`src/rtl/nes_debugger_mem_arbiter.sv`:
```
// Single-port memory arbiter: debugger has top priority, NES writes are posted into a
// small write buffer, and reads from either side forward the youngest buffered data.
module nes_debugger_mem_arbiter #(
  parameter int ADDR_WIDTH = 16,
  parameter int DATA_WIDTH = 8,
  parameter int WBUF_DEPTH = 4
) (
  input  logic                          i_clk,
  input  logic                          i_reset_n,
  input  logic                          i_nes_en,
  input  logic                          i_nes_rw,
  input  logic [ADDR_WIDTH-1:0]         i_nes_address,
  input  logic [DATA_WIDTH-1:0]         i_nes_data,
  output logic                          o_nes_ready,
  output logic [DATA_WIDTH-1:0]         o_nes_data,
  output logic                          o_nes_valid,
  input  logic                          i_debugger_en,
  input  logic                          i_debugger_rw,
  input  logic [ADDR_WIDTH-1:0]         i_debugger_address,
  input  logic [DATA_WIDTH-1:0]         i_debugger_data,
  output logic [DATA_WIDTH-1:0]         o_debugger_data,
  output logic                          o_debugger_valid,
  output logic                          o_mem_en,
  output logic                          o_mem_wea,
  output logic [ADDR_WIDTH-1:0]         o_mem_address,
  output logic [DATA_WIDTH-1:0]         o_mem_data,
  input  logic [DATA_WIDTH-1:0]         i_mem_data,
  output logic [$clog2(WBUF_DEPTH):0]   o_wbuf_count
);
  localparam int PW = $clog2(WBUF_DEPTH);
  localparam int CW = PW + 1;

  logic [ADDR_WIDTH-1:0] r_addr [WBUF_DEPTH];
  logic [DATA_WIDTH-1:0] r_data [WBUF_DEPTH];
  logic [WBUF_DEPTH-1:0] r_vld;
  logic [PW-1:0]         r_head;
  logic [PW-1:0]         r_tail;
  logic [CW-1:0]         r_count;

  logic                  r_nes_valid;
  logic                  r_nes_from_mem;
  logic [DATA_WIDTH-1:0] r_nes_data;
  logic                  r_dbg_valid;
  logic                  r_dbg_from_mem;
  logic [DATA_WIDTH-1:0] r_dbg_data;

  logic [PW-1:0]         w_slot [WBUF_DEPTH];
  logic                  w_nes_hit;
  logic [DATA_WIDTH-1:0] w_nes_fwd;
  logic                  w_dbg_hit;
  logic [DATA_WIDTH-1:0] w_dbg_fwd;
  logic                  w_full;
  logic                  w_empty;
  logic                  w_nes_rd_miss;
  logic                  w_pop;
  logic                  w_nes_mem_rd;
  logic                  w_nes_wr_acc;
  logic                  w_nes_rd_acc;
  logic                  w_dbg_rd;

  // w_slot[gi] is the gi-th oldest buffer position
  for (genvar gi = 0; gi < WBUF_DEPTH; gi++) begin : g_slot
    assign w_slot[gi] = r_head + PW'(gi);
  end

  // Scan oldest to youngest so the youngest valid match wins
  always_comb begin
    w_nes_hit = 1'b0;
    w_nes_fwd = '0;
    w_dbg_hit = 1'b0;
    w_dbg_fwd = '0;
    for (int k = 0; k < WBUF_DEPTH; k++) begin
      if (r_vld[w_slot[k]] && r_addr[w_slot[k]] == i_nes_address) begin
        w_nes_hit = 1'b1;
        w_nes_fwd = r_data[w_slot[k]];
      end
      if (r_vld[w_slot[k]] && r_addr[w_slot[k]] == i_debugger_address) begin
        w_dbg_hit = 1'b1;
        w_dbg_fwd = r_data[w_slot[k]];
      end
    end
  end

  assign w_full        = (r_count == CW'(WBUF_DEPTH));
  assign w_empty       = (r_count == '0);
  assign w_nes_rd_miss = i_nes_en && i_nes_rw && !w_nes_hit;
  assign w_dbg_rd      = i_debugger_en && i_debugger_rw;

  always_comb begin
    o_mem_en      = 1'b0;
    o_mem_wea     = 1'b0;
    o_mem_address = '0;
    o_mem_data    = '0;
    w_pop         = 1'b0;
    w_nes_mem_rd  = 1'b0;
    if (i_debugger_en) begin
      o_mem_en      = 1'b1;
      o_mem_wea     = !i_debugger_rw;
      o_mem_address = i_debugger_address;
      o_mem_data    = i_debugger_rw ? '0 : i_debugger_data;
    end else if (w_full || (!w_empty && !w_nes_rd_miss)) begin
      // Killed entries still pop, just without a write strobe
      o_mem_en      = 1'b1;
      o_mem_wea     = r_vld[r_head];
      o_mem_address = r_addr[r_head];
      o_mem_data    = r_data[r_head];
      w_pop         = 1'b1;
    end else if (w_nes_rd_miss) begin
      o_mem_en      = 1'b1;
      o_mem_address = i_nes_address;
      w_nes_mem_rd  = 1'b1;
    end
  end

  assign w_nes_wr_acc = i_nes_en && !i_nes_rw && (!w_full || w_pop);
  assign w_nes_rd_acc = i_nes_en && i_nes_rw && !i_debugger_en && !w_full &&
                        (w_nes_hit || w_nes_mem_rd);
  assign o_nes_ready  = w_nes_wr_acc || w_nes_rd_acc;

  always_ff @(posedge i_clk or negedge i_reset_n) begin
    if (!i_reset_n) begin
      r_vld   <= '0;
      r_head  <= '0;
      r_tail  <= '0;
      r_count <= '0;
    end else begin
      // Kill first, then pop, then push: a same-cycle NES write survives the kill
      for (int k = 0; k < WBUF_DEPTH; k++) begin
        if (i_debugger_en && !i_debugger_rw && r_addr[k] == i_debugger_address)
          r_vld[k] <= 1'b0;
      end
      if (w_pop) begin
        r_vld[r_head] <= 1'b0;
        r_head        <= r_head + 1'b1;
      end
      if (w_nes_wr_acc) begin
        r_vld[r_tail] <= 1'b1;
        r_tail        <= r_tail + 1'b1;
      end
      r_count <= r_count + CW'(w_nes_wr_acc) - CW'(w_pop);
    end
  end

  always_ff @(posedge i_clk) begin
    if (w_nes_wr_acc) begin
      r_addr[r_tail] <= i_nes_address;
      r_data[r_tail] <= i_nes_data;
    end
  end

  always_ff @(posedge i_clk or negedge i_reset_n) begin
    if (!i_reset_n) begin
      r_nes_valid    <= 1'b0;
      r_nes_from_mem <= 1'b0;
      r_nes_data     <= '0;
      r_dbg_valid    <= 1'b0;
      r_dbg_from_mem <= 1'b0;
      r_dbg_data     <= '0;
    end else begin
      r_nes_valid    <= w_nes_rd_acc;
      r_nes_from_mem <= w_nes_rd_acc && !w_nes_hit;
      if (w_nes_rd_acc && w_nes_hit)
        r_nes_data <= w_nes_fwd;
      else if (r_nes_from_mem)
        r_nes_data <= i_mem_data;
      r_dbg_valid    <= w_dbg_rd;
      r_dbg_from_mem <= w_dbg_rd && !w_dbg_hit;
      if (w_dbg_rd && w_dbg_hit)
        r_dbg_data <= w_dbg_fwd;
      else if (r_dbg_from_mem)
        r_dbg_data <= i_mem_data;
    end
  end

  // Memory-sourced responses appear combinationally in the cycle the data returns
  assign o_nes_data       = r_nes_from_mem ? i_mem_data : r_nes_data;
  assign o_nes_valid      = r_nes_valid;
  assign o_debugger_data  = r_dbg_from_mem ? i_mem_data : r_dbg_data;
  assign o_debugger_valid = r_dbg_valid;
  assign o_wbuf_count     = r_count;

endmodule

```
`config.mk`:
```
export PLATFORM = sky130hd
export DESIGN_NAME = nes_debugger_mem_arbiter
export DESIGN_NICKNAME = d
export VERILOG_FILES = /design/src/rtl/nes_debugger_mem_arbiter.sv
export SDC_FILE = /design/constraint.sdc
export NUM_CORES = 1
export LEC_CHECK = 0
export BUFFER_PORTS_ARGS = -buffer_cell sky130_fd_sc_hd__buf_2
export CORE_MARGIN = 1.5
export CORE_UTILIZATION = 48
export DETAILED_ROUTE_END_ITERATION = 8
export GPL_TIMING_DRIVEN = 0
export PLACE_DENSITY_LB_ADDON = 0.25
export SKIP_CTS_REPAIR_TIMING = 1
export SYNTH_ARGS = -nofsm -noshare
export SYNTH_HDL_FRONTEND = slang
export SYNTH_SLANG_ARGS = --single-unit
export TNS_END_PERCENT = 30
```
`constraint.sdc`:
```
create_clock -name i_clk -period 7.1 [get_ports i_clk]
set_clock_uncertainty 0.05 [all_clocks]
set_input_delay 1.42 -clock i_clk [delete_from_list [all_inputs] [get_ports i_clk]]
set_output_delay 1.42 -clock i_clk [all_outputs]
set_load 0.01 [all_outputs]
```
## Word level (Yosys, flattened, before mapping)

Memory sizes are Yosys's and may differ from the RTL's.
Index checks and enable logic that the tools add are counted.

| operators by class | value |
|---|---|
| order comparisons | 7 |
| reductions and logical operators | 41 |
| bitwise logic cells | 3 |
| mux-type cells | 55 |
| add/sub/neg operators | 6 |
| equal/unequal tests | 13 |

Operators by type and width:

| operator | number |
|---|---|
| equality test 16 bit | 12 |
| 2-to-1 mux 8 bit | 15 |
| 2-to-1 mux 16 bit | 3 |
| 2-to-1 mux 1 bit | 29 |
| logical AND 1 bit | 28 |
| less-than comparator 2 x 3 -> 1 bit (second input constant) | 5 |
| binary-select mux 1 bit (select 2 bit) | 4 |
| logical NOT 1 bit | 8 |
| 2-to-1 mux 4 bit | 2 |
| adder 2 x 1 -> 2 bit (second input constant) | 2 |
| adder 2 bit (second input constant) | 2 |
| AND 4 bit | 1 |
| demux 1 bit (select 2 bit) | 2 |
| greater-or-equal comparator 2 x 1 -> 1 bit (second input constant) | 2 |
| logical OR 1 bit | 4 |
| NOT 4 bit | 1 |
| OR 4 bit | 1 |
| adder 3 x 1 -> 3 bit | 1 |
| equality test 3 bit (second input constant) | 1 |
| logical NOT 3 bit | 1 |
| subtractor 3 x 1 -> 3 bit | 1 |

| word-level totals | value |
|---|---|
| flip-flop bits (word level) | 31 |
| logic and storage cells | 137 |
| memory bits (writable) | 96 |
| input bits | 62 |
| output and inout bits | 48 |
| memories kept | 2 |

Memories:

| name | words | width | rd ports | clocked after memory_dff | wr ports | line | text |
|---|---|---|---|---|---|---|---|
| r_addr | 4 | 16 | 8 | 0 | 1 | 33 | `logic [ADDR_WIDTH-1:0] r_addr [WBUF_DEPTH];` |
| r_data | 4 | 8 | 4 | 0 | 1 | 34 | `logic [DATA_WIDTH-1:0] r_data [WBUF_DEPTH];` |

## Longest topological paths before layout

Gate-level depths: netlist of run 1.

| depth | value |
|---|---|
| depth after elaboration | 18 |
| depth in mapped cells | 25 |
| depth with buffers taken out | 14 |

## Worst setup path before layout of run 1

Ideal clock, no wire load.

| timing | value |
|---|---|
| path kind | reg2out |
| from | register r_head[1] |
| to | output o_mem_address[10] |
| path buffers | 8 |
| data arrival time | 4456 ps |
| slack | 1174 ps |
| data required time | 5630 ps |
| stages on the path, launching flop included | 19 |
| path through | dfrtp_1 buf_2 buf_4 buf_2 buf_1 buf_1 inv_1 ha_1 buf_6 buf_12 mux2_2 a222oi_1 o2111ai_1 a221oi_4 nand4_1 o2111ai_2 o21ai_2 buf_2 o221ai_1 |

RTL lines:

| item | line | text |
|---|---|---|
| from (decl) | 36 | `logic [PW-1:0] r_head;` |
| from (signal assigned) | 134 | `r_head <= r_head + 1'b1;` |
| to (decl) | 25 | `output logic [ADDR_WIDTH-1:0] o_mem_address,` |

## Final worst setup path of run 1

| timing | value |
|---|---|
| from | input i_nes_address[12] |
| to | output o_mem_address[8] |

| between the ends | value |
|---|---|
| longest elaborated chain between the ends | 13 |
| elaborated cells between the ends (all ways) | 20 |
| those cells by class | 4 x eq/ne; 7 x mux; 9 x reduce/logical |

Ends and longest elaborated chain:

| item | line | text |
|---|---|---|
| from (decl) | 12 | `input logic [ADDR_WIDTH-1:0] i_nes_address,` |
| equality test 16 bit | 73 | `if (r_vld[w_slot[k]] && r_addr[w_slot[k]] == i_nes_address) begin` |
| logical AND 1 bit | 73 |  |
| 2-to-1 mux 1 bit (3 in series) | 73 |  |
| 2-to-1 mux 1 bit (*) | 73 |  |
| logical NOT 1 bit (*) | 86 | `assign w_nes_rd_miss = i_nes_en && i_nes_rw && !w_nes_hit;` |
| logical AND 1 bit (*) | 86 |  |
| logical NOT 1 bit | 101 | `end else if (w_full \|\| (!w_empty && !w_nes_rd_miss)) begin` |
| logical AND 1 bit | 101 |  |
| logical OR 1 bit | 101 |  |
| 2-to-1 mux 16 bit (*) | 101 |  |
| 2-to-1 mux 16 bit (*) | 96 | `if (i_debugger_en) begin` |

Mark *: on every way between the ends. The rest lies on a longest branch, timed or not.

==> flow_metrics.env, run 1 <==
export IMPL_layout_common_cells="xnor2_1 (112), buf_2 (111), mux4_2 (96), edfxtp_1 (96), nand2_1 (79)"
export IMPL_nFillCells=2010
export IMPL_synth_edf_count=96
export IMPL_dp_hpwl_um=36800
export IMPL_leakage_nw=4.65
export IMPL_rrSetupSlack_ps=1210
export IMPL_reg2reg_depth=23
export IMPL_drtPass1Iterations=5
export IMPL_grt_overflow=0
export IMPL_cts_buffers=17
export IMPL_cp_max_fo=10
export IMPL_outcome="completed"
export IMPL_finalHoldViolCount=0
export IMPL_fmax_mhz=142
export IMPL_crit_required_ps=5630
export IMPL_syn_area_per_cell_um2=11.3
export IMPL_grt_start_max_net_pins=32
export IMPL_synth_seq_cells=127
export IMPL_grt_pass1_wl_um=69000
export IMPL_core_area_mm2=0.0233
export IMPL_final_common_cell="xnor2_1"
export IMPL_rows=56
export IMPL_fin_cells=1464
export IMPL_gr_usage_all_layers_pct=40.8
export IMPL_clock_root_buffer="clkbuf_16"
export IMPL_ir_drop_uv=207
export IMPL_clk_latency_ps=440
export IMPL_r2r_end="o_wbuf_count[2]"
export IMPL_path_class="input port to output pin"
export IMPL_hold_start="o_wbuf_count[2]"
export IMPL_postRouteAntennaNets=0
export IMPL_synth_cell_types=73
export IMPL_regArea_mm2=0.00366
export IMPL_wl_per_cell_um=33.5
export IMPL_hp_class="register to register"
export IMPL_final_max_slew_violation_count=0
export IMPL_crit_path_start_kind="input port"
export IMPL_place_inst=1429
export IMPL_io_pins=110
export IMPL_htree_levels=4
export IMPL_clockBufferDepth=2
export IMPL_viasPerCell=6.88
export IMPL_yosys_warnings=0
export IMPL_die_w_um=157
export IMPL_multi_input_area_mm2=0.00709
export IMPL_cts_sinks=127
export IMPL_powerDensity_mw_per_mm2=446
export IMPL_tightest_slew_ps=1320
export IMPL_max_cap_viol_count=0
export IMPL_netlist_area_mm2=0.0113
export IMPL_final_core_util_pct=55.7
export IMPL_end_kind="output pin"
export IMPL_nets=1203
export IMPL_r2r_start="r_head[0]"
export IMPL_finalSetupViolCount=0
export IMPL_seq_area_frac_synth_pct=32.3
export IMPL_min_to="o_wbuf_count[2]"
export IMPL_drc=0
export IMPL_slew_headroom_pct=11.6
export IMPL_first_global_vias=9543
export IMPL_die_h_um=157
export IMPL_synth_simple_area_share_pct=11.3
export IMPL_drtIter0Drc=1510
export IMPL_synthMuxAreaShare_pct=25.8
export IMPL_routed_via_count=10100
export IMPL_drive_gt1_share_pct=27.6
export IMPL_synth_nets=1080
export IMPL_syn2layout_area_growth_pct=14.6
export IMPL_finalWeightedCongestion=1.04
export IMPL_period_share_pct=98.9
export IMPL_min_period_ps=7020
export IMPL_synth_top_flop_cell="edfxtp_1"
export IMPL_die_area_mm2=0.0246
export IMPL_synth_top_family_by_area="multiplexers"
export IMPL_hold_path_depth=1
export IMPL_synth_compound_area_share_pct=9.85
export IMPL_synthXorXnorAreaFrac_pct=14.2
export IMPL_initial_core_util_pct=48.6
export IMPL_path_clk_slew_ps=60
export IMPL_async_flop_share_pct=24.4
export IMPL_synth_cells=1008
export IMPL_cp_arrival_ps=5550
export IMPL_synth_adder_area_share_pct=1.17
export IMPL_portBuffers=100
export IMPL_antenna_found_initial=0
export IMPL_cts_tree="yes"
export IMPL_totalWireLength_um=49000
-- flip-flops by register name, summed over array words and instances, names as in the netlist --
name              count
r_dbg_from_mem        1
r_addr               64
r_nes_from_mem        1
r_head                2
o_wbuf_count          3
r_dbg_data            8
r_nes_data            8
r_tail                2
o_nes_valid           1
r_data               32
o_debugger_valid      1
r_vld                 4
-- critical path, stage by stage --
cell and delay, ps:
buf_2 120, clkbuf_1 610, inv_1 370, xnor2_1 280, o21ai_0 150, o41ai_1 820, nand4_1 280, o2111ai_2 400
o21ai_4 230, buf_4 320, o221ai_1 340, buf_2 200
-- power by group --
group / switching (W) / total (W) / internal (W)
registers: 0.000138 / 0.00106 / 0.000923
clock network: 0.000408 / 0.000903 / 0.000495
logic: 0.00221 / 0.00383 / 0.00162
total: 0.00276 / 0.00580 / 0.00304
-- area by class of cell --
type | count | area share [%]
flip-flops and latches | 127 | 28.1
repair buffers | 106 | 4.81
multi-input cells | 758 | 54.5
diodes | 1 | 0.0192
inverters | 46 | 1.36
plain buffers | 75 | 3.66
clock buffers | 17 | 3.27
well taps | 319 | 3.07
clock inverters | 15 | 1.16
-- synth_stat cells, types with 9 or more instances --
library cell / instances / area, um^2
xnor2_1: 112 / 981
edfxtp_1: 96 / 2880
mux4_2: 96 / 2160
nand2_1: 79 / 297
xor2_1: 70 / 613
inv_1: 46 / 173
mux2i_1: 41 / 410
nand4_1: 41 / 257
nand3_1: 38 / 190
nor2_1: 36 / 135
dfrtp_1: 31 / 776
mux2_2: 28 / 315
clkbuf_1: 27 / 101
o21ai_0: 20 / 100
a31oi_1: 17 / 106
nor4_1: 17 / 106
o221ai_1: 17 / 149
buf_2: 16 / 80.1
buf_1: 15 / 56.3
buf_6: 11 / 124
a21oi_1: 10 / 50.1
o211ai_1: 10 / 75.1
ha_1: 9 / 113
-- layer usage --
| layer | track usage, % | wire length, um |
|---|---|---|
| met3 | 11.9 | 6010 |
| met4 | 16.9 | 2360 |
| met1 | 56.6 | 19600 |
| met5 | 0 | 0 |
| met2 | 59.4 | 21100 |
-- worst max-delay path by stage --
stage,start,end,slack [ps],cells after the start
5_1_grt,r_head[0],o_mem_address[8],-10,17
6_report,i_nes_address[12],o_mem_address[8],80,12
4_1_cts,r_head[1],o_mem_address[8],-1770,20
3_5_place_dp,r_head[1],o_mem_address[8],-1310,19
3_3_place_gp,r_head[1],o_mem_address[4],-1330,20
2_1_floorplan,r_head[1],o_mem_address[10],1170,18
-- through the flow --
stage / hold slack (ps) / TNS [ps] / total power [W] / area [um^2] / worst slack, ps
after floorplan: 501 / 0 / 0.00360 / 11300 / 1170
after global placement: 513 / -27460 / 0.00474 / 12200 / -1330
after detailed placement: 527 / -27730 / 0.00474 / 12300 / -1310
after CTS: 540 / -39670 / 0.00566 / 12900 / -1770
after global routing: 577 / -10.8 / 0.00598 / 13000 / -10.8
final: 540 / 0 / 0.00580 / 13000 / 75.4
-- cell families (layout without fill, tap and decap cells) --
logic type,Yosys count,in the layout
and+or+nand+nor,254,254
xor gates and xnor gates,183,183
muxes,168,168
AOI/OAI and AO/OA,143,143
DFF,127,127
buffers and inverters,123,259
adders and majority gates,10,10
other,0,1
Power figures use the tool's default switching activity.
==> inputs of run 2 (changes only) <==
--- a/config.mk
+++ b/config.mk
@@ -5,14 +5,14 @@
 export SDC_FILE = /design/constraint.sdc
 export NUM_CORES = 1
 export LEC_CHECK = 0
-export BUFFER_PORTS_ARGS = -buffer_cell sky130_fd_sc_hd__buf_2
 export CORE_MARGIN = 1.5
 export CORE_UTILIZATION = 48
 export DETAILED_ROUTE_END_ITERATION = 8
+export DONT_BUFFER_PORTS = 1
+export GPL_ROUTABILITY_DRIVEN = 0
 export GPL_TIMING_DRIVEN = 0
 export PLACE_DENSITY_LB_ADDON = 0.25
 export SKIP_CTS_REPAIR_TIMING = 1
 export SYNTH_ARGS = -nofsm -noshare
 export SYNTH_HDL_FRONTEND = slang
 export SYNTH_SLANG_ARGS = --single-unit
-export TNS_END_PERCENT = 30
==> run 2 against run 1 <==
Against the previous run: sequential power is essentially flat; cell count down 7.1%; critical path depth is 4 higher.
==> flow_metrics.env, run 2 (synthesized netlist as in run 1, its figures left out) <==
export IMPL_grt_overflow=0
export IMPL_die_area_mm2=0.0246
export IMPL_finalHoldViolCount=0
export IMPL_period_share_pct=99.0
export IMPL_clk_latency_ps=450
export IMPL_dp_hpwl_um=30700
export IMPL_largest_reg_flops=64
export IMPL_totalWireLength_um=42600
export IMPL_finalSetupViolCount=0
export IMPL_internal_power_w=0.00300
export IMPL_p_comb_share_pct=64.6
export IMPL_reg2reg_depth=22
export IMPL_first_global_vias=9461
export IMPL_rrSetupSlack_ps=1060
export IMPL_antenna_found_initial=0
export IMPL_grtUsageMet2_pct=50.8
export IMPL_p_clk_share_pct=16.7
export IMPL_drive_gt1_share_pct=20.7
export IMPL_r2r_end="o_wbuf_count[2]"
export IMPL_seqPwrFrac_pct=18.8
export IMPL_cts_buffers=17
export IMPL_drtPass1Iterations=9
export IMPL_clockBufferDepth=2
export IMPL_max_cap_viol_count=0
export IMPL_final_core_util_pct=53.4
export IMPL_cts_sinks=127
export IMPL_slew_headroom_pct=7.11
export IMPL_grt_start_max_net_pins=32
export IMPL_hp_class="register to register"
export IMPL_crit_required_ps=5630
export IMPL_use_met1_pct=46.8
export IMPL_die_h_um=157
export IMPL_cp_arrival_ps=5560
export IMPL_nets=1100
export IMPL_switching_share_pct=46.7
export IMPL_viasPerCell=7.16
export IMPL_final_common_cell="xnor2_1"
export IMPL_hold_start="r_vld[0]"
export IMPL_path_class="register to output pin"
export IMPL_drc=0
export IMPL_rows=56
export IMPL_io_pins=110
export IMPL_postRouteAntennaNets=0
export IMPL_final_max_slew_violation_count=0
export IMPL_leakage_nw=4.25
export IMPL_tns_ps=0
export IMPL_layout_common_cells="xnor2_1 (111), mux4_2 (96), edfxtp_1 (96)"
export IMPL_end_kind="output pin"
export IMPL_rsz0062_at_grt="yes"
export IMPL_cp_max_fo=28
export IMPL_top_regs="r_addr (64), r_data (32)"
export IMPL_cts_tree="yes"
export IMPL_use_met3_pct=15.5
export IMPL_ir_drop_uv=229
export IMPL_r2r_start="r_head[1]"
export IMPL_tightest_slew_ps=1380
export IMPL_drtIter0Drc=1888
export IMPL_n_antenna_cell=0
export IMPL_htree_levels=4
export IMPL_outcome="completed"
export IMPL_largest_register="r_addr"
export IMPL_crit_path_start_kind="register"
export IMPL_min_to="r_vld[0]"
export IMPL_path_clk_slew_ps=70
export IMPL_fmax_mhz=142
export IMPL_top_usage_layer="met2"
export IMPL_grt_pass1_wl_um=62800
export IMPL_routed_via_count=9733
export IMPL_core_area_mm2=0.0233
export IMPL_clock_root_buffer="clkbuf_16"
export IMPL_hold_path_depth=2
export IMPL_portBuffers=0
export IMPL_gr_usage_all_layers_pct=35.8
export IMPL_min_period_ps=7030
export IMPL_p_sw_w=0.00262
export IMPL_die_w_um=157
export IMPL_syn2layout_area_growth_pct=9.81
export IMPL_wl_per_cell_um=31.3
export IMPL_powerDensity_mw_per_mm2=451
export IMPL_initial_core_util_pct=48.6
run 2: cell count changes in the layout (fill, tap and decap cells not counted), sizes merged:
cell,delta
buf,-104
clkbuf,+3
clkinvlp,-4
diode,-1
inv,+2
run 2: routing by layer:
metal | wire (um) | share of wire (%)
met5 | 0 | 0
met3 | 6830 | 16
met1 | 15500 | 36
met4 | 2380 | 5.6
met2 | 17900 | 42
run 2: through the flow:
stage | hold WS (ps) | total power, W | area, um^2 | cells | setup WS (ps)
after floorplan | 501 | 0.00360 | 11300 | 1008 | 1170
after global placement | 549 | 0.00446 | 11700 | 1327 | -898
after detailed placement | 553 | 0.00449 | 11700 | 1327 | -895
after global routing | 613 | 0.00579 | 12500 | 1360 | -37.7
final | 588 | 0.00562 | 12500 | 1360 | 68.9
after CTS | 573 | 0.00544 | 12400 | 1359 | -1420
run 2: layout make-up:
cell class | instances | area [um^2]
Buffer | 75 | 454
Clock buffer | 19 | 475
Clock inverter | 13 | 134
Fill cell | 2045 | 10900
Inverter | 46 | 173
Multi-Input combinational cell | 758 | 7100
Sequential cell | 127 | 3660
Tap cell | 319 | 399
Timing Repair Buffer | 3 | 62.6
run 2: how the worst max path moves through the flow:
stage | start | end | slack (ps) | cells past startpoint
6_report | r_head[1] | o_mem_address[10] | 70 | 16
5_1_grt | r_head[1] | o_mem_address[10] | -40 | 16
4_1_cts | r_head[1] | o_mem_address[5] | -1420 | 18
3_5_place_dp | r_head[1] | o_mem_address[5] | -900 | 18
3_3_place_gp | r_head[1] | o_mem_address[5] | -900 | 18
2_1_floorplan | r_head[1] | o_mem_address[10] | 1170 | 18
run 2: power groups by stage:
stage	combinational (W)	sequential (W)	clock, W
floorplan	0.00258	0.00101	0
global placement	0.00341	0.00106	0
detailed placement	0.00343	0.00106	0
CTS	0.00345	0.00105	0.000935
global route	0.00376	0.00106	0.000965
finish	0.00363	0.00105	0.000938
run 2: critical path, cell delays in order (launching register included):
cell and delay (ps):
dfrtp_1 390, buf_2 370, buf_8 320, clkbuf_4 330, inv_1 110, ha_1 300
buf_6 150, buf_12 160, mux2_2 350, a222oi_1 420, o2111ai_1 260, a221oi_4 450
nand4_1 230, o2111ai_2 250, o21ai_4 210, clkbuf_4 350, o221ai_1 390
==> inputs of run 3 (changes only) <==
--- a/config.mk
+++ b/config.mk
@@ -5,6 +5,8 @@
 export SDC_FILE = /design/constraint.sdc
 export NUM_CORES = 1
 export LEC_CHECK = 0
+export CELL_PAD_IN_SITES_DETAIL_PLACEMENT = 0
+export CELL_PAD_IN_SITES_GLOBAL_PLACEMENT = 1
 export CORE_MARGIN = 1.5
 export CORE_UTILIZATION = 48
 export DETAILED_ROUTE_END_ITERATION = 8
==> run 3 against run 2 <==
Against the previous run: cell count about the same; sequential share of layout area about the same; die area unchanged; cell area about the same; highest routed layer unchanged; critical endpoint is now o_mem_address[9]; setup slack better by 31 ps; critical path depth up 3; non-clock buffer count up 1.
==> flow_metrics.env, run 3 (synthesized netlist as in run 1, its figures left out) <==
export IMPL_htree_levels=4
export IMPL_gr_usage_all_layers_pct=35.5
export IMPL_internal_power_w=0.00300
export IMPL_syn2layout_area_growth_pct=9.74
export IMPL_p_comb_share_pct=64.9
export IMPL_portBuffers=0
export IMPL_slew_headroom_pct=11.5
export IMPL_seqPwrFrac_pct=19.0
export IMPL_cp_max_fo=11
export IMPL_wl_per_cell_um=31.5
export IMPL_clk_latency_ps=430
export IMPL_path_class="register to output pin"
export IMPL_core_area_mm2=0.0233
export IMPL_layout_common_cells="xnor2_1 (112), mux4_2 (96), edfxtp_1 (96)"
export IMPL_path_clk_slew_ps=60
export IMPL_die_h_um=157
export IMPL_antenna_found_initial=0
export IMPL_min_period_ps=7000
export IMPL_final_max_slew_violation_count=0
export IMPL_routed_via_count=9535
export IMPL_end_kind="output pin"
export IMPL_drc=0
export IMPL_rsz0062_at_grt="no"
export IMPL_placed_area_mm2=0.0117
export IMPL_rows=56
export IMPL_stdcell_area_mm2=0.0124
export IMPL_cts_tree="yes"
export IMPL_period_share_pct=98.6
export IMPL_max_cap_viol_count=0
export IMPL_clockBufferDepth=2
export IMPL_cts_sinks=127
export IMPL_grt_overflow=0
export IMPL_hp_class="register to register"
export IMPL_timing_final_ws_setup_ps=99.5
export IMPL_initial_core_util_pct=48.6
export IMPL_cp_arrival_ps=5530
export IMPL_first_global_vias=9254
export IMPL_grt_start_max_net_pins=32
export IMPL_switching_share_pct=46.0
export IMPL_drtPass1Iterations=8
export IMPL_clock_root_buffer="clkbuf_16"
export IMPL_finalHoldViolCount=0
export IMPL_io_pins=110
export IMPL_powerDensity_mw_per_mm2=446
export IMPL_viasPerCell=7.01
export IMPL_n_antenna_cell=0
export IMPL_totalWireLength_um=42900
export IMPL_top_regs="r_addr (64), r_data (32)"
export IMPL_leakage_nw=4.26
export IMPL_postRouteAntennaNets=0
export IMPL_largest_reg_flops=64
export IMPL_crit_required_ps=5630
export IMPL_largest_register="r_addr"
export IMPL_fmax_mhz=143
export IMPL_p_sw_w=0.00255
export IMPL_finalSetupViolCount=0
export IMPL_ir_drop_uv=179
export IMPL_dp_hpwl_um=31800
export IMPL_die_w_um=157
export IMPL_p_total_w=0.00555
export IMPL_pre_cts_slack_ps=-933
export IMPL_crit_path_start_kind="register"
export IMPL_die_area_mm2=0.0246
export IMPL_grt_pass1_wl_um=61300
export IMPL_outcome="completed"
export IMPL_drtIter0Drc=1538
export IMPL_nets=1101
export IMPL_cts_buffers=17
export IMPL_drive_gt1_share_pct=20.4
export IMPL_p_clk_share_pct=16.1
export IMPL_tightest_slew_ps=1330
export IMPL_final_common_cell="xnor2_1"
==> run 3: cell types whose count changed in the layout (fill, tap and decap cells not counted), sizes merged <==
cell	change
bufinv	-1
inv	-2
clkinv	-1
buf	+1
clkbuf	+4
==> run 3: area by class of cell <==
type	instances	area [um^2]
plain buffers	75	462
clock buffers	23	533
clock inverters	9	63.8
fillers	2063	10900
inverters	46	173
multi-input cells	758	7090
flip-flops and latches	127	3660
well taps	319	399
repair buffers	4	67.6
==> run 3: per-stage QoR <==
stage	hold WS [ps]	utilization [%]	setup TNS, ps	std cells
finish	582	53.4	0	1361
floorplan	501	-	0	1008
detailed placement	584	50.3	-16940	1328
global placement	568	50.3	-16720	1327
CTS	591	52.9	-29290	1360
global route	613	53.4	0	1361
==> run 3: metal layers <==
metal  global-route usage (%)  vias to the layer above  wire length [um]
li1                         -                     3901                 -
met1                     46.2                     4689             16300
met2                     52.8                      786             18700
met3                     10.8                      159              5470
met4                     19.3                        0              2490
met5                        0                        -                 0
==> run 3: critical path: stages (launching register included) <==
cell,delay [ps]
dfrtp_1,420
buf_6,170
buf_6,170
inv_1,340
buf_2,420
ha_1,220
buf_6,170
buf_12,180
buf_4,300
buf_4,290
buf_6,230
mux2i_1,280
a22oi_1,130
o211ai_1,170
a211oi_1,100
nand2_1,130
o2111a_1,320
nand2_2,250
buf_4,330
o211ai_1,430
==> run 3: power groups by stage <==
stage / clock (W) / combinational, W / sequential, W
2_1_floorplan: 0 / 0.00258 / 0.00101
3_3_place_gp: 0 / 0.00345 / 0.00106
3_5_place_dp: 0 / 0.00345 / 0.00106
4_1_cts: 0.000896 / 0.00347 / 0.00105
5_1_grt: 0.000927 / 0.00372 / 0.00106
6_report: 0.000892 / 0.00360 / 0.00106
==> run 3: worst paths after layout <==
| path | cells after the start | slack, ps | to | startpoint |
|---|---|---|---|---|
| setup / recovery | 19 | 100 | o_mem_address[9] | r_head[0] |
| hold / removal | 2 | 580 | r_tail[1] | r_tail[1] |
| setup reg to reg | 23 | 1100 | o_wbuf_count[2] | r_head[0] |
| hold reg to reg | 2 | 580 | r_tail[1] | r_tail[1] |
| max in group asynchronous | 0 | 6290 | r_dbg_data[5] | i_reset_n |
| min in group asynchronous | 0 | 630 | r_tail[1] | i_reset_n |
